<file path="src/rtl/pipe_ctrl_if.sv">
// Bundle of pipeline-side signals exchanged with the sequencing controller.
// The pipeline (master) drives stall requests and exception strobes; the
// controller (slave) returns the stall vector, flush pulse, redirect PC,
// watchdog flag and performance counters.
interface pipe_ctrl_if #(
    parameter int CNT_W = 16
);
    // Requests from the pipeline stages
    logic             stallreq_from_id;
    logic             stallreq_from_ex;
    logic             stallreq_from_mem;
    // Exception commit from MEM
    logic             except_valid_i;
    logic [3:0]       except_type_i;
    logic [31:0]      cp0_epc_i;
    // Controller responses
    logic [5:0]       stall;
    logic             flush;
    logic [31:0]      new_pc;
    logic             timeout_o;
    logic [CNT_W-1:0] stall_cycles_o;
    logic [CNT_W-1:0] flush_count_o;

    modport master (
        output stallreq_from_id, stallreq_from_ex, stallreq_from_mem,
        output except_valid_i, except_type_i, cp0_epc_i,
        input  stall, flush, new_pc, timeout_o, stall_cycles_o, flush_count_o
    );

    modport slave (
        input  stallreq_from_id, stallreq_from_ex, stallreq_from_mem,
        input  except_valid_i, except_type_i, cp0_epc_i,
        output stall, flush, new_pc, timeout_o, stall_cycles_o, flush_count_o
    );
endinterface

</file>
<file path="src/rtl/pipe_ctrl.sv">
// Pipeline sequencing controller for the 5-stage core.
// Merges ID/EX/MEM stall requests into a per-register stall vector,
// sequences exception flushes (freeze -> flush + redirect -> run), runs a
// stall watchdog and keeps saturating stall/flush performance counters.
//
// Handshake semantics: there is no back-pressure on this block. A stall
// request is a level that takes effect in the same cycle (combinational
// path to stall). except_valid_i is a strobe sampled only in RUN at the
// rising edge; in EXC and FLUSH it is ignored, so a source that holds it
// high simply retriggers on the first RUN cycle. flush is a one-cycle
// pulse and new_pc is meaningful while flush is high (it then holds until
// the next exception is sequenced).
//
// The interface instance must be built with the same CNT_W as this module.
module pipe_ctrl #(
    parameter logic [31:0] EXC_VECTOR = 32'h0000_0020,
    parameter int          MAX_STALL  = 64,
    parameter int          CNT_W      = 16
) (
    input  logic         clk,
    input  logic         rst,
    pipe_ctrl_if.slave   bus,
    output logic [1:0]   state_dbg
);

    localparam logic [1:0] S_RUN   = 2'd0;
    localparam logic [1:0] S_EXC   = 2'd1;
    localparam logic [1:0] S_FLUSH = 2'd2;

    localparam logic [3:0] EXC_ERET = 4'hE;

    localparam logic [5:0] STALL_MEM  = 6'b011111;
    localparam logic [5:0] STALL_EX   = 6'b001111;
    localparam logic [5:0] STALL_ID   = 6'b000111;
    localparam logic [5:0] STALL_NONE = 6'b000000;

    localparam logic [CNT_W-1:0] WD_MAX  = CNT_W'(MAX_STALL);
    localparam logic [CNT_W-1:0] CNT_ONE = CNT_W'(1);
    localparam logic [CNT_W-1:0] CNT_SAT = '1;

    logic [1:0]       state_q;
    logic [1:0]       state_d;
    logic [3:0]       exc_type_q;
    logic [31:0]      exc_epc_q;
    logic [31:0]      new_pc_q;
    logic [CNT_W-1:0] wd_cnt_q;
    logic             timeout_q;
    logic [CNT_W-1:0] stall_cnt_q;
    logic [CNT_W-1:0] flush_cnt_q;
    logic [5:0]       req_stall;
    logic [5:0]       stall_c;
    logic             exc_take;

    // An exception is only accepted while the pipe is running normally
    assign exc_take = (state_q == S_RUN) && bus.except_valid_i;

    // Merge stage requests: the deepest requesting stage freezes everything upstream
    always_comb begin
        req_stall = STALL_NONE;
        if (bus.stallreq_from_mem) begin
            req_stall = STALL_MEM;
        end else if (bus.stallreq_from_ex) begin
            req_stall = STALL_EX;
        end else if (bus.stallreq_from_id) begin
            req_stall = STALL_ID;
        end
    end

    // Stall vector per state; the EXC freeze bubbles MEM/WB so the faulting op never retires
    always_comb begin
        stall_c = STALL_NONE;
        if (!rst) begin
            case (state_q)
                S_RUN:   stall_c = req_stall;
                S_EXC:   stall_c = STALL_MEM;
                default: stall_c = STALL_NONE;
            endcase
        end
    end

    // Exception sequencing: RUN -> EXC (one freeze cycle) -> FLUSH (one pulse) -> RUN
    always_comb begin
        state_d = state_q;
        case (state_q)
            S_RUN:   if (bus.except_valid_i) state_d = S_EXC;
            S_EXC:   state_d = S_FLUSH;
            S_FLUSH: state_d = S_RUN;
            default: state_d = S_RUN;
        endcase
    end

    // State register
    always_ff @(posedge clk) begin
        if (rst) begin
            state_q <= S_RUN;
        end else begin
            state_q <= state_d;
        end
    end

    // Capture exception type and EPC at the moment the exception is taken
    always_ff @(posedge clk) begin
        if (rst) begin
            exc_type_q <= 4'h0;
            exc_epc_q  <= 32'h0;
        end else if (exc_take) begin
            exc_type_q <= bus.except_type_i;
            exc_epc_q  <= bus.cp0_epc_i;
        end
    end

    // Redirect target computed at the end of EXC so it is valid during FLUSH, then held
    always_ff @(posedge clk) begin
        if (rst) begin
            new_pc_q <= 32'h0;
        end else if (state_q == S_EXC) begin
            new_pc_q <= (exc_type_q == EXC_ERET) ? exc_epc_q : EXC_VECTOR;
        end
    end

    // Watchdog: counts consecutive stalled RUN cycles, sets a sticky flag on reaching the limit
    always_ff @(posedge clk) begin
        if (rst) begin
            wd_cnt_q  <= '0;
            timeout_q <= 1'b0;
        end else if (stall_c == STALL_NONE) begin
            wd_cnt_q <= '0;
        end else if (state_q == S_RUN && wd_cnt_q != WD_MAX) begin
            wd_cnt_q <= wd_cnt_q + CNT_ONE;
            if (wd_cnt_q + CNT_ONE == WD_MAX) begin
                timeout_q <= 1'b1;
            end
        end
    end

    // Saturating count of cycles in which the PC is held
    always_ff @(posedge clk) begin
        if (rst) begin
            stall_cnt_q <= '0;
        end else if (stall_c[0] && stall_cnt_q != CNT_SAT) begin
            stall_cnt_q <= stall_cnt_q + CNT_ONE;
        end
    end

    // Saturating count of flushes, stepped on the EXC -> FLUSH transition
    always_ff @(posedge clk) begin
        if (rst) begin
            flush_cnt_q <= '0;
        end else if (state_q == S_EXC && flush_cnt_q != CNT_SAT) begin
            flush_cnt_q <= flush_cnt_q + CNT_ONE;
        end
    end

    assign bus.stall          = stall_c;
    assign bus.flush          = (state_q == S_FLUSH);
    assign bus.new_pc         = new_pc_q;
    assign bus.timeout_o      = timeout_q;
    assign bus.stall_cycles_o = stall_cnt_q;
    assign bus.flush_count_o  = flush_cnt_q;
    assign state_dbg          = state_q;

endmodule
</file>
<file path="src/flat_wrapper.sv">
// flat-port wrapper written by rule: the top's interface ports become plain ports
module pipe_ctrl_flat 
#(
    parameter logic [31:0] EXC_VECTOR = 32'h0000_0020,
    parameter int          MAX_STALL  = 64,
    parameter int          CNT_W      = 16
)
  (clk, rst, state_dbg, bus_stallreq_from_id, bus_stallreq_from_ex, bus_stallreq_from_mem, bus_except_valid_i, bus_except_type_i, bus_cp0_epc_i, bus_stall, bus_flush, bus_new_pc, bus_timeout_o, bus_stall_cycles_o, bus_flush_count_o);
  pipe_ctrl_if #(.CNT_W(CNT_W)) bus_i ();
  input  logic clk;
  input  logic rst;
  output logic [1:0] state_dbg;
  input wire logic [$bits(bus_i.stallreq_from_id)-1:0] bus_stallreq_from_id;
  input wire logic [$bits(bus_i.stallreq_from_ex)-1:0] bus_stallreq_from_ex;
  input wire logic [$bits(bus_i.stallreq_from_mem)-1:0] bus_stallreq_from_mem;
  input wire logic [$bits(bus_i.except_valid_i)-1:0] bus_except_valid_i;
  input wire logic [$bits(bus_i.except_type_i)-1:0] bus_except_type_i;
  input wire logic [$bits(bus_i.cp0_epc_i)-1:0] bus_cp0_epc_i;
  output wire logic [$bits(bus_i.stall)-1:0] bus_stall;
  output wire logic [$bits(bus_i.flush)-1:0] bus_flush;
  output wire logic [$bits(bus_i.new_pc)-1:0] bus_new_pc;
  output wire logic [$bits(bus_i.timeout_o)-1:0] bus_timeout_o;
  output wire logic [$bits(bus_i.stall_cycles_o)-1:0] bus_stall_cycles_o;
  output wire logic [$bits(bus_i.flush_count_o)-1:0] bus_flush_count_o;
  assign bus_i.stallreq_from_id = bus_stallreq_from_id;
  assign bus_i.stallreq_from_ex = bus_stallreq_from_ex;
  assign bus_i.stallreq_from_mem = bus_stallreq_from_mem;
  assign bus_i.except_valid_i = bus_except_valid_i;
  assign bus_i.except_type_i = bus_except_type_i;
  assign bus_i.cp0_epc_i = bus_cp0_epc_i;
  assign bus_stall = bus_i.stall;
  assign bus_flush = bus_i.flush;
  assign bus_new_pc = bus_i.new_pc;
  assign bus_timeout_o = bus_i.timeout_o;
  assign bus_stall_cycles_o = bus_i.stall_cycles_o;
  assign bus_flush_count_o = bus_i.flush_count_o;
  pipe_ctrl #(.EXC_VECTOR(EXC_VECTOR), .MAX_STALL(MAX_STALL), .CNT_W(CNT_W)) u_core (.clk(clk), .rst(rst), .bus(bus_i), .state_dbg(state_dbg));
endmodule
</file>
<file path="config.mk">
export PLATFORM = sky130hd
export DESIGN_NAME = pipe_ctrl_flat
export DESIGN_NICKNAME = d
export VERILOG_FILES = /design/src/rtl/pipe_ctrl_if.sv /design/src/rtl/pipe_ctrl.sv /design/src/flat_wrapper.sv
export SDC_FILE = /design/constraint.sdc
export NUM_CORES = 1
export LEC_CHECK = 0
export ABC_CLOCK_PERIOD_IN_PS = 1700
export BUFFER_PORTS_ARGS = -buffer_cell sky130_fd_sc_hd__buf_2
export CAP_MARGIN = 10
export CORE_MARGIN = 2
export CORE_UTILIZATION = 48
export DETAILED_ROUTE_END_ITERATION = 10
export GPL_TIMING_DRIVEN = 0
export PLACE_DENSITY = 0.72
export SLEW_MARGIN = 20
export SYNTH_ARGS = -nofsm -noshare
export SYNTH_HDL_FRONTEND = slang
export SYNTH_SLANG_ARGS = --single-unit
</file>
<file path="constraint.sdc">
create_clock -name clk -period 1.7 [get_ports clk]
set_input_delay 0.085 -clock clk [delete_from_list [all_inputs] [get_ports clk]]
set_output_delay 0.085 -clock clk [all_outputs]
set_load 0.03 [all_outputs]
</file>
==> results.json, run 1 <==
{
  "run_status": "complete, but fails checks",
  "violations": "negative setup slack",
  "slew_violations": 0,
  "floorplan.rows": 37,
  "worst_r2r_endpoint": "u_core.bus.timeout_o$_SDFFE_PP0P_",
  "detail_route.drc_violations": 0,
  "die_footprint_mm2": 0.0114,
  "insertedDiodeCount": 0,
  "post-synth-top-count-cell": "sky130_fd_sc_hd__dfxtp_1",
  "clock-sinks": 119,
  "ff2ff_setup_slack_ns": -0.22,
  "critPathTopFamily": "compound AO/OA/AOI/OAI gates",
  "timing_hold_violations_final": 0,
  "final_net_count": 867,
  "cp_data_arrival_time_ns": 2.33,
  "start_kind": "flip-flop",
  "total_via_count_in_the_routed_design": 5462,
  "fmaxAchievable_ghz": 0.522,
  "dr.first_iter.drc_count": 331,
  "finalSetupViolCount": 27,
  "tns_ns": -2.53,
  "post_synth_instance_area_mm2": 0.00505,
  "critical_path.max_fanout": 6,
  "synthesis.instances": 602,
  "first_global_vias": 5054,
  "grt_use_total_pct": 27.7,
  "core_area_mm2": 0.0103,
  "synth_top_area_share_pct": 47.2,
  "top_level_ports": 116,
  "syn_avg_cell_area_um2": 8.39,
  "dominantRegCellSynth": "sky130_fd_sc_hd__dfxtp_1",
  "critPathMaxStageDelay_ns": 0.47,
  "min_path_cells": 4,
  "worst_pin_slew_ns": 0.660,
  "timing.final.crit_share_pct": 113,
  "sum_of_buffers_and_inverters_on_the_critical_path": 0,
  "grt_overflow": 0,
  "grt_pass1_wl_um": 25000,
  "power_density_mw_per_mm2": 928,
  "gp_congestion": 0.886,
  "cts_tree": "built",
  "antenna_found_initial": 0,
  "cts-buffers-inserted": 17,
  "cell_with_the_biggest_individual_delay_on_the_critical_path": "sky130_fd_sc_hd__a2111o_1",
  "clock_latency_ns": 0.53,
  "avgRoutedWirePerCell_um": 17.4,
  "hold_class": "input pin to flip-flop",
  "floorplan.initialDensity_pct": 49.1,
  "seq_area_mm2": 0.00245,
  "synth_cell_types": 58,
  "critical_path.cell_chain": "ha_4 -> and3_4 -> and3_4 -> o211ai_1 -> a2111o_1 -> o32ai_2",
  "synth.ff_latch_count": 119,
  "critical_path_class": "flip-flop to flip-flop",
  "post-dp-hpwl_um": 9080,
  "placed_cell_area_mm2": 0.00591,
  "slew_limit_headroom_pct": 56.0,
  "drive_gt1_share_pct": 38.5,
  "route.top_layer_used": "met4",
  "leakage_nw": 3.14,
  "postLayoutCellArea_mm2": 0.00776,
  "fin_ws_ns": -0.216,
  "cp_common_cell": "sky130_fd_sc_hd__and3_4",
  "grt_setup_unrepaired": "true",
  "max_cap_viol_count": 0,
  "endpoint_kind": "flip-flop",
  "finalCriticalPeriod_ns": 1.92,
  "htreeDepth": 4,
  "synth_nets": 649,
  "detail_route.wirelength_um": 16900,
  "buffer_ports.inserted": 114,
  "post_synth_most_frequent_cells": "sky130_fd_sc_hd__dfxtp_1 (119), sky130_fd_sc_hd__nand2_1 (92), sky130_fd_sc_hd__nor2_1 (82)",
  "multiInputGateArea_mm2": 0.00291,
  "crit_required_ns": 2.11,
  "die_h_um": 107,
  "fillCellCount": 654,
  "cts-root-buf": "sky130_fd_sc_hd__clkbuf_8",
  "min-delay-start": "bus_except_valid_i",
  "synth_sequential_area_ratio_pct": 47.2,
  "r2r_start": "u_core.wd_cnt_q[1]$_SDFFE_PP0P_",
  "total_of_warnings_raised_by_yosys": 0,
  "metal1_wirelength_um": 6700,
  "fp.dieW_um": 107,
  "synth_top_area_cell": "sky130_fd_sc_hd__dfxtp_1",
  "rr_worst_depth": 6,
  "synth_enable_flop_cells": 0,
  "clock-skew-final_ns": 0.00654,
  "routed_via_density": 5.64,
  "met3_routed_wirelength_um": 1160,
  "clockBufferDepth": 2,
  "worstHoldEndpoint": "u_core.exc_epc_q[0]$_SDFFE_PP0P_",
  "grt_start_max_net_pins": 17,
  "route.antenna.remaining_nets": 0,
  "areaGrowthSynthToFinish_pct": 53.6,
  "clock_pin_slew_on_the_worst_setup_and_hold_paths_ns": 0.06,
  "detailedRoute.firstPassIterationCount": 5,
  "post_synth_main_area_contributors": "sky130_fd_sc_hd__dfxtp_1 (47%), sky130_fd_sc_hd__nand2_1 (6.8%), sky130_fd_sc_hd__nor2_1 (6.1%)",
  "max-vdd-ir-drop_mv": 0.678,
  "wl_met2_um": 8370,
  "synthArstFlopShare_pct": 0
}
## cells by family after synthesis
logic type                 count (synthesis)  share of synthesized area, %
AOI/OAI and AO/OA                        106                          13.2
xor gates and xnor gates                  38                          6.59
adders and majority gates                  5                          1.24
buffers and inverters                     48                          4.06
DFF                                      119                          47.2
muxes                                      3                         0.644
other                                      1                        0.0743
and+or+nand+nor                          282                          27.0
## per-layer routing
layer / global-route usage, % / up-vias
met4: 11.3 / 0
met3: 6.69 / 63
met1: 33.6 / 2577
met2: 47.1 / 282
li1: - / 2540
met5: 0 / -
## sequential cells by signal, summed over array words and instances, names as in the netlist
signal,flops
u_core.bus.new_pc,32
u_core.exc_epc_q,32
u_core.bus.flush_count_o,16
u_core.bus.stall_cycles_o,16
u_core.wd_cnt_q,16
u_core.exc_type_q,4
u_core.state_dbg,2
u_core.bus.timeout_o,1
## per-stage QoR
stage	worst slack (ns)	util (%)	total power, mW	cells	hold WS (ns)
final	-0.216	75.5	7.20	969	0.0263
after floorplan	-0.0213	-	3.26	602	0.221
after global placement	-0.265	57.5	3.41	852	0.326
after global routing	-0.289	75.5	7.39	969	0.0315
after detailed placement	-0.325	57.5	3.43	852	0.331
after CTS	-0.0766	71.6	7.11	949	0.106
## where the power goes
part	switching, mW	internal (mW)
Clock	1.36	2.22
Combinational	0.379	0.321
Sequential	0.0608	2.86
Total	1.80	5.40
## placed cells by master (no fill, tap or decap), types with 5 or more instances in the layout
master | Yosys | layout
sky130_fd_sc_hd__a21oi_1 | 50 | 46
sky130_fd_sc_hd__a22oi_1 | 31 | 31
sky130_fd_sc_hd__and3_1 | 7 | 5
sky130_fd_sc_hd__buf_2 | 3 | 111
sky130_fd_sc_hd__buf_4 | 3 | 52
sky130_fd_sc_hd__buf_6 | 1 | 10
sky130_fd_sc_hd__clkbuf_1 | 28 | 11
sky130_fd_sc_hd__clkbuf_16 | 0 | 17
sky130_fd_sc_hd__clkbuf_2 | 2 | 9
sky130_fd_sc_hd__clkbuf_8 | 0 | 5
sky130_fd_sc_hd__dfxtp_1 | 119 | 87
sky130_fd_sc_hd__dfxtp_2 | 0 | 20
sky130_fd_sc_hd__dfxtp_4 | 0 | 12
sky130_fd_sc_hd__dlygate4sd3_1 | 0 | 37
sky130_fd_sc_hd__inv_1 | 8 | 5
sky130_fd_sc_hd__nand2_1 | 92 | 90
sky130_fd_sc_hd__nand3_1 | 18 | 11
sky130_fd_sc_hd__nand4_1 | 21 | 21
sky130_fd_sc_hd__nor2_1 | 82 | 78
sky130_fd_sc_hd__nor3_1 | 17 | 12
sky130_fd_sc_hd__nor4_4 | 1 | 7
sky130_fd_sc_hd__o21ai_0 | 8 | 8
sky130_fd_sc_hd__xnor2_1 | 25 | 25
sky130_fd_sc_hd__xor2_1 | 13 | 12
## what timing repair did
| action | 4_1_cts | 5_1_grt |
|---|---|---|
| pin swaps | 21 | 23 |
| hold endpoints to repair | 37 | 0 |
| gates resized for setup | 66 | 69 |
| setup buffers | 31 | 21 |
| hold buffers | 37 | 0 |
| cloned | 1 | 0 |
| endpoints found under the setup margin | 71 | 111 |
## tightest hold or removal path: stages
cell	delay [ns]
sky130_fd_sc_hd__buf_2	0.12
sky130_fd_sc_hd__nand2_2	0.14
sky130_fd_sc_hd__nand2_1	0.10
sky130_fd_sc_hd__a21oi_1	0.05
## layout make-up
class	instances	area share [%]
Clock inverter	13	1.84
Inverter	8	0.500
Multi-Input combinational cell	435	37.5
Timing Repair Buffer	204	17.8
Clock buffer	19	5.84
Tap cell	136	2.19
Buffer	35	2.73
Sequential cell	119	31.6
## worst max path at each step
stage	cells after the start	from	endpoint	slack, ns
after floorplan	6	u_core.bus.stall_cycles_o[0]$_SDFFE_PP0P_	u_core.bus.stall_cycles_o[11]$_SDFFE_PP0P_	-0.02
after global placement	6	u_core.wd_cnt_q[3]$_SDFFE_PP0P_	u_core.bus.timeout_o$_SDFFE_PP0P_	-0.27
after detailed placement	6	u_core.state_dbg[1]$_SDFFE_PP0P_	u_core.exc_epc_q[18]$_SDFFE_PP0P_	-0.33
after CTS	6	u_core.state_dbg[0]$_SDFFE_PP0P_	u_core.bus.stall_cycles_o[15]$_SDFFE_PP0P_	-0.08
after global routing	6	u_core.wd_cnt_q[1]$_SDFFE_PP0P_	u_core.bus.timeout_o$_SDFFE_PP0P_	-0.29
final	6	u_core.wd_cnt_q[1]$_SDFFE_PP0P_	u_core.bus.timeout_o$_SDFFE_PP0P_	-0.22
(Power assumes the default switching activity.)
==> run 2, diff against run 1 <==
--- a/config.mk
+++ b/config.mk
@@ -9,10 +9,10 @@
 export BUFFER_PORTS_ARGS = -buffer_cell sky130_fd_sc_hd__buf_2
 export CAP_MARGIN = 10
 export CORE_MARGIN = 2
-export CORE_UTILIZATION = 48
+export CORE_UTILIZATION = 46
 export DETAILED_ROUTE_END_ITERATION = 10
 export GPL_TIMING_DRIVEN = 0
-export PLACE_DENSITY = 0.72
+export PLACE_DENSITY = 0.69
 export SLEW_MARGIN = 20
 export SYNTH_ARGS = -nofsm -noshare
 export SYNTH_HDL_FRONTEND = slang
==> results.json, run 2 (synthesized netlist as in run 1, its figures left out) <==
{
  "grt_overflow": 0,
  "min-delay-start": "bus_except_valid_i",
  "timing_hold_violations_final": 6,
  "ff2ff_setup_slack_ns": -0.06,
  "buffer_ports.inserted": 114,
  "critical_path.cell_chain": "inv_4 -> ha_4 -> nor4b_4 -> nand4_1 -> buf_6 -> nand2_4 -> or4_4 -> a21oi_2",
  "final_util_pct": 69.3,
  "detail_route.drc_violations": 0,
  "hold_class": "input pin to flip-flop",
  "dr.first_iter.drc_count": 366,
  "start_kind": "flip-flop",
  "slew_violations": 0,
  "max_cap_viol_count": 0,
  "top_level_ports": 116,
  "total_via_count_in_the_routed_design": 5225,
  "min_path_cells": 4,
  "r2r_start": "u_core.wd_cnt_q[0]$_SDFFE_PP0P_",
  "dp.cells": 856,
  "worst_pin_slew_ns": 0.679,
  "grt_use_total_pct": 24.5,
  "clock-skew-final_ns": 0.0106,
  "fp.dieW_um": 109,
  "avgRoutedWirePerCell_um": 16.0,
  "clock_latency_ns": 0.52,
  "antenna_found_initial": 0,
  "floorplan.initialDensity_pct": 46.8,
  "grt_pass1_wl_um": 22900,
  "final_standard_cell_count_with_taps_included_and_fillers_excluded": 951,
  "floorplan.rows": 38,
  "leakage_nw": 3.03,
  "clock-sinks": 119,
  "htreeDepth": 4,
  "fin_total_pwr_mw": 7.11,
  "post-dp-hpwl_um": 9080,
  "cell_with_the_biggest_individual_delay_on_the_critical_path": "sky130_fd_sc_hd__or4_4",
  "drive_gt1_share_pct": 35.5,
  "most-common-layout-cells": "sky130_fd_sc_hd__buf_2 (114), sky130_fd_sc_hd__nand2_1 (89), sky130_fd_sc_hd__dfxtp_1 (86), sky130_fd_sc_hd__nor2_1 (79), sky130_fd_sc_hd__a21oi_1 (47)",
  "power_density_mw_per_mm2": 951,
  "max-vdd-ir-drop_mv": 0.522,
  "fmaxAchievable_ghz": 0.567,
  "cp_data_arrival_time_ns": 2.22,
  "worst_r2r_endpoint": "u_core.wd_cnt_q[12]$_SDFFE_PP0P_",
  "cts-buffers-inserted": 17,
  "die_footprint_mm2": 0.0118,
  "finalHoldWorstSlack_ns": -0.0158,
  "violations": "negative hold slack, negative setup slack",
  "grt_start_max_net_pins": 17,
  "detailedRoute.firstPassIterationCount": 7,
  "areaGrowthSynthToFinish_pct": 48.1,
  "first_global_vias": 4886,
  "endpoint_kind": "flip-flop",
  "detail_route.wirelength_um": 15200,
  "rr_worst_depth": 8,
  "gp_congestion": 0.895,
  "clock_pin_slew_on_the_worst_setup_and_hold_paths_ns": 0.06,
  "insertedDiodeCount": 0,
  "die_h_um": 109,
  "timing.final.crit_share_pct": 104,
  "worstHoldEndpoint": "u_core.exc_epc_q[1]$_SDFFE_PP0P_",
  "finalCriticalPeriod_ns": 1.76,
  "final_net_count": 845,
  "final_common_cell": "sky130_fd_sc_hd__buf_2",
  "finalSetupViolCount": 6,
  "critical_path_class": "flip-flop to flip-flop",
  "critical_path.max_fanout": 5,
  "cts_tree": "built",
  "route.antenna.remaining_nets": 0,
  "critPathMaxStageDelay_ns": 0.49,
  "slew_limit_headroom_pct": 54.8,
  "grt_setup_unrepaired": "true",
  "fin_ws_ns": -0.0647,
  "run_status": "complete, but fails checks",
  "tns_ns": -0.215,
  "routed_via_density": 5.49,
  "crit_required_ns": 2.15,
  "clockBufferDepth": 2,
  "core_area_mm2": 0.0108,
  "cts-root-buf": "sky130_fd_sc_hd__clkbuf_8"
}
==> run 2: cell count changes in the layout (fill, tap and decap cells not counted), sizes merged <==
cell         change
dlygate4sd3      -1
clkinv           -2
buf             -18
clkbuf           -2
inv              +1
==> run 2: worst max path at each step <==
stage	depth (start not counted)	slack [ns]	start	endpoint
6_report	8	-0.06	u_core.wd_cnt_q[0]$_SDFFE_PP0P_	u_core.wd_cnt_q[12]$_SDFFE_PP0P_
5_1_grt	8	-0.12	u_core.wd_cnt_q[0]$_SDFFE_PP0P_	u_core.wd_cnt_q[12]$_SDFFE_PP0P_
4_1_cts	5	-0.05	u_core.state_dbg[0]$_SDFFE_PP0P_	bus_stall[2]
3_5_place_dp	6	-0.34	u_core.state_dbg[1]$_SDFFE_PP0P_	u_core.exc_epc_q[5]$_SDFFE_PP0P_
3_3_place_gp	6	-0.29	u_core.state_dbg[1]$_SDFFE_PP0P_	u_core.exc_epc_q[5]$_SDFFE_PP0P_
2_1_floorplan	6	-0.02	u_core.bus.stall_cycles_o[0]$_SDFFE_PP0P_	u_core.bus.stall_cycles_o[11]$_SDFFE_PP0P_
==> run 2: repair_timing <==
action,4_1_cts,5_1_grt
endpoints found under the hold margin,36,0
resized for setup,55,54
hold buffers,36,0
gates cloned,1,0
pin swaps,22,24
setup buffers,21,12
endpoints found under the setup margin,66,100
==> run 2: worst max-delay path: cells and delay by family (launching register included) <==
kind | cells | cell delay (ns)
flip-flops | 1 | 0.39
AO/OA/AOI/OAI | 1 | 0.14
AND/OR/NAND/NOR | 4 | 0.82
adder cells (fa/ha/maj) | 1 | 0.15
buffers and inverters | 2 | 0.20
==> run 2: layer usage <==
layer | up-vias | GRT usage [%] | wire length (um)
li1 | 2494 | - | -
met2 | 200 | 39.4 | 7460
met3 | 33 | 6.99 | 927
met4 | 0 | 9.52 | 343
met1 | 2498 | 31.2 | 6440
met5 | - | 0 | 0
==> run 2: power by group <==
group | internal, mW | switching, mW
registers | 2.85 | 0.0622
logic | 0.274 | 0.351
clock network | 2.22 | 1.35
total | 5.35 | 1.77
==> run 2: final cells by class <==
cell class	count	area [um2]
timing repair buffer	183	1200
clock buffer	20	455
buffer	34	183
fill	797	3310
multi-input combinational	435	2820
clock inverter	12	140
sequential	119	2460
inverter	8	38.8
tap	140	175
==> run 2: through the flow <==
step / area, um2 / setup WS [ns]
4_1_cts: 7220 / -0.0515
2_1_floorplan: 5170 / -0.0213
3_3_place_gp: 5920 / -0.286
3_5_place_dp: 5920 / -0.345
6_report: 7480 / -0.0647
5_1_grt: 7480 / -0.117
==> run 3, diff against run 2 <==
--- a/config.mk
+++ b/config.mk
@@ -5,10 +5,11 @@
 export SDC_FILE = /design/constraint.sdc
 export NUM_CORES = 1
 export LEC_CHECK = 0
+export ABC_AREA = 1
 export ABC_CLOCK_PERIOD_IN_PS = 1700
 export BUFFER_PORTS_ARGS = -buffer_cell sky130_fd_sc_hd__buf_2
 export CAP_MARGIN = 10
-export CORE_MARGIN = 2
+export CORE_MARGIN = 10
 export CORE_UTILIZATION = 46
 export DETAILED_ROUTE_END_ITERATION = 10
 export GPL_TIMING_DRIVEN = 0
==> results.json, run 3 <==
{
  "min_path_cells": 4,
  "top_level_ports": 116,
  "timing.final.crit_share_pct": 96.4,
  "sum_of_buffers_and_inverters_on_the_critical_path": 1,
  "timing_hold_violations_final": 0,
  "drive_gt1_share_pct": 26.0,
  "clock-skew-final_ns": 0.00906,
  "finalHoldWorstSlack_ns": 0.204,
  "leakage_nw": 3.09,
  "tns_ns": 0,
  "max-vdd-ir-drop_mv": 0.711,
  "htreeDepth": 4,
  "first_global_vias": 5407,
  "syn_avg_cell_area_um2": 7.21,
  "max_cap_viol_count": 0,
  "r2r_start": "u_core.wd_cnt_q[1]$_SDFFE_PP0P_",
  "synth.ff_latch_count": 119,
  "min-delay-start": "bus_except_valid_i",
  "post_synth_main_area_contributors": "sky130_fd_sc_hd__dfxtp_1 (46%), sky130_fd_sc_hd__o21ai_0 (9.6%), sky130_fd_sc_hd__nor2_1 (9.0%)",
  "synth_top_area_share_pct": 45.7,
  "clock_pin_slew_on_the_worst_setup_and_hold_paths_ns": 0.06,
  "power_density_mw_per_mm2": 1100,
  "run_status": "finished clean",
  "die_h_um": 127,
  "cts-root-buf": "sky130_fd_sc_hd__clkbuf_16",
  "detailedRoute.firstPassIterationCount": 6,
  "route.antenna.remaining_nets": 0,
  "floorplan.initialDensity_pct": 47.5,
  "worst_setup_timing_slack_at_the_placement_stage_ns": -0.175,
  "synth_sequential_area_ratio_pct": 45.7,
  "fin_ws_ns": 0.0618,
  "total_via_count_in_the_routed_design": 5563,
  "cell_with_the_biggest_individual_delay_on_the_critical_path": "sky130_fd_sc_hd__dfxtp_4",
  "critPathTopFamily": "simple AND/OR/NAND/NOR gates",
  "post_synth_instance_area_mm2": 0.00522,
  "buffer_ports.inserted": 113,
  "areaGrowthSynthToFinish_pct": 39.5,
  "critical_path_class": "flip-flop to flip-flop",
  "routed_via_density": 5.22,
  "grt_overflow": 0,
  "clock_latency_ns": 0.41,
  "dr.first_iter.drc_count": 501,
  "synthArstFlopShare_pct": 0,
  "synth_enable_flop_cells": 0,
  "total_of_warnings_raised_by_yosys": 0,
  "cp_data_arrival_time_ns": 1.97,
  "fp.dieW_um": 127,
  "antenna_found_initial": 0,
  "rr_worst_depth": 9,
  "most-common-layout-cells": "sky130_fd_sc_hd__nor2_1 (116), sky130_fd_sc_hd__buf_2 (116), sky130_fd_sc_hd__nand2_1 (115), sky130_fd_sc_hd__dfxtp_1 (106), sky130_fd_sc_hd__o21ai_0 (96)",
  "start_kind": "flip-flop",
  "synth_top_area_cell": "sky130_fd_sc_hd__dfxtp_1",
  "post-synth-top-count-cell": "sky130_fd_sc_hd__nor2_1",
  "dominantRegCellSynth": "sky130_fd_sc_hd__dfxtp_1",
  "post-dp-hpwl_um": 10900,
  "worst_pin_slew_ns": 0.611,
  "die_footprint_mm2": 0.0160,
  "floorplan.rows": 38,
  "post_synth_most_frequent_cells": "sky130_fd_sc_hd__nor2_1 (125), sky130_fd_sc_hd__dfxtp_1 (119), sky130_fd_sc_hd__nand2_1 (119)",
  "slew_violations": 0,
  "worst_r2r_endpoint": "u_core.bus.timeout_o$_SDFFE_PP0P_",
  "critical_path.max_fanout": 5,
  "clockBufferDepth": 2,
  "endpoint_kind": "flip-flop",
  "final_standard_cell_count_with_taps_included_and_fillers_excluded": 1065,
  "dp.cells": 977,
  "detail_route.wirelength_um": 15600,
  "worstHoldEndpoint": "u_core.state_dbg[0]$_SDFFE_PP0P_",
  "detail_route.drc_violations": 0,
  "cts-buffers-inserted": 17,
  "gp_congestion": 0.925,
  "final_net_count": 958,
  "grt_start_max_net_pins": 17,
  "grt_pass1_wl_um": 25500,
  "hold_class": "input pin to flip-flop",
  "core_area_mm2": 0.0110,
  "fmaxAchievable_ghz": 0.610,
  "avgRoutedWirePerCell_um": 14.7,
  "synth_cell_types": 35,
  "critPathMaxStageDelay_ns": 0.38,
  "cp_common_cell": "sky130_fd_sc_hd__nand2_1",
  "crit_required_ns": 2.03,
  "critical_path.cell_chain": "buf_4 -> nand2_1 -> nor2_4 -> nand3_1 -> xor2_1 -> nand2_1 -> nor2_1 -> nand2_1 -> a21oi_2",
  "synth_nets": 771,
  "ff2ff_setup_slack_ns": 0.06,
  "finalCriticalPeriod_ns": 1.64,
  "cts_tree": "built",
  "grt_use_total_pct": 19.0,
  "slew_limit_headroom_pct": 59.3,
  "synthesis.instances": 724,
  "clock-sinks": 119,
  "finalSetupViolCount": 0
}
## run 3: worst max path at each step
stage / endpoint / cells after the start / start / slack [ns]
after global routing: u_core.bus.timeout_o$_SDFFE_PP0P_ / 11 / u_core.wd_cnt_q[1]$_SDFFE_PP0P_ / -0.04
after CTS: u_core.bus.flush_count_o[9]$_SDFFE_PP0P_ / 8 / u_core.state_dbg[0]$_SDFFE_PP0P_ / 0.002
after floorplan: u_core.bus.stall_cycles_o[9]$_SDFFE_PP0P_ / 9 / u_core.bus.stall_cycles_o[0]$_SDFFE_PP0P_ / 0.03
after global placement: u_core.bus.timeout_o$_SDFFE_PP0P_ / 11 / u_core.wd_cnt_q[1]$_SDFFE_PP0P_ / -0.16
after detailed placement: u_core.bus.timeout_o$_SDFFE_PP0P_ / 11 / u_core.wd_cnt_q[1]$_SDFFE_PP0P_ / -0.17
final: u_core.bus.timeout_o$_SDFFE_PP0P_ / 9 / u_core.wd_cnt_q[1]$_SDFFE_PP0P_ / 0.06
## run 3: cells by family after synthesis
kind of cell | synth area share [%]
flip-flops | 45.7
XOR/XNOR | 1.34
buffers and inverters | 7.70
adder cells (fa/ha/maj) | 1.20
AO/OA/AOI/OAI | 17.1
AND/OR/NAND/NOR | 26.9
other | 0.0719
## run 3: final cells by class
cell class | count | area, um2
inverters | 53 | 208
multi-input cells | 514 | 2570
clock inverters | 11 | 149
clock buffers | 21 | 460
flip-flops and latches | 119 | 2410
well taps | 140 | 175
repair inverters | 1 | 7.51
plain buffers | 38 | 226
repair buffers | 167 | 1070
diodes | 1 | 2.50
fillers | 930 | 3700
## run 3: power by group
group / leakage (nW) / internal [mW] / total (mW) / switching, mW
clock: 0.289 / 2.38 / 3.67 / 1.29
sequential: 0.982 / 3.00 / 3.16 / 0.163
combinational: 1.82 / 0.449 / 1.15 / 0.701
total: 3.09 / 5.83 / 7.98 / 2.15
## run 3: per-layer routing
| metal | vias up | track usage, % | part of all wire, % |
|---|---|---|---|
| met5 | - | 0 | 0 |
| met4 | 0 | 9.11 | 2.3 |
| met3 | 35 | 5.50 | 6.3 |
| met2 | 209 | 31.2 | 49 |
| met1 | 2548 | 22.4 | 43 |
| li1 | 2771 | - | - |
## run 3: tightest hold or removal path, stage by stage
cell	delay, ns
sky130_fd_sc_hd__buf_2	0.09
sky130_fd_sc_hd__nand2_1	0.07
sky130_fd_sc_hd__clkbuf_1	0.20
sky130_fd_sc_hd__nor2_1	0.12
## run 3: timing repair
action / 4_1_cts / 5_1_grt
cloned: 1 / 0
setup buffers: 3 / 14
endpoints found under the hold margin: 42 / 0
hold buffers: 37 / 0
resized for setup: 12 / 61
pin swaps: 1 / 8
setup endpoints to repair: 50 / 105
## run 3: through the flow
step | power [mW] | utilization (%) | cell area [um2]
finish | 7.98 | 66.3 | 7280
global route | 8.32 | 66.2 | 7280
CTS | 7.90 | 63.8 | 7000
detailed placement | 4.15 | 54.3 | 5960
global placement | 4.12 | 54.3 | 5960
floorplan | 3.84 | - | 5220
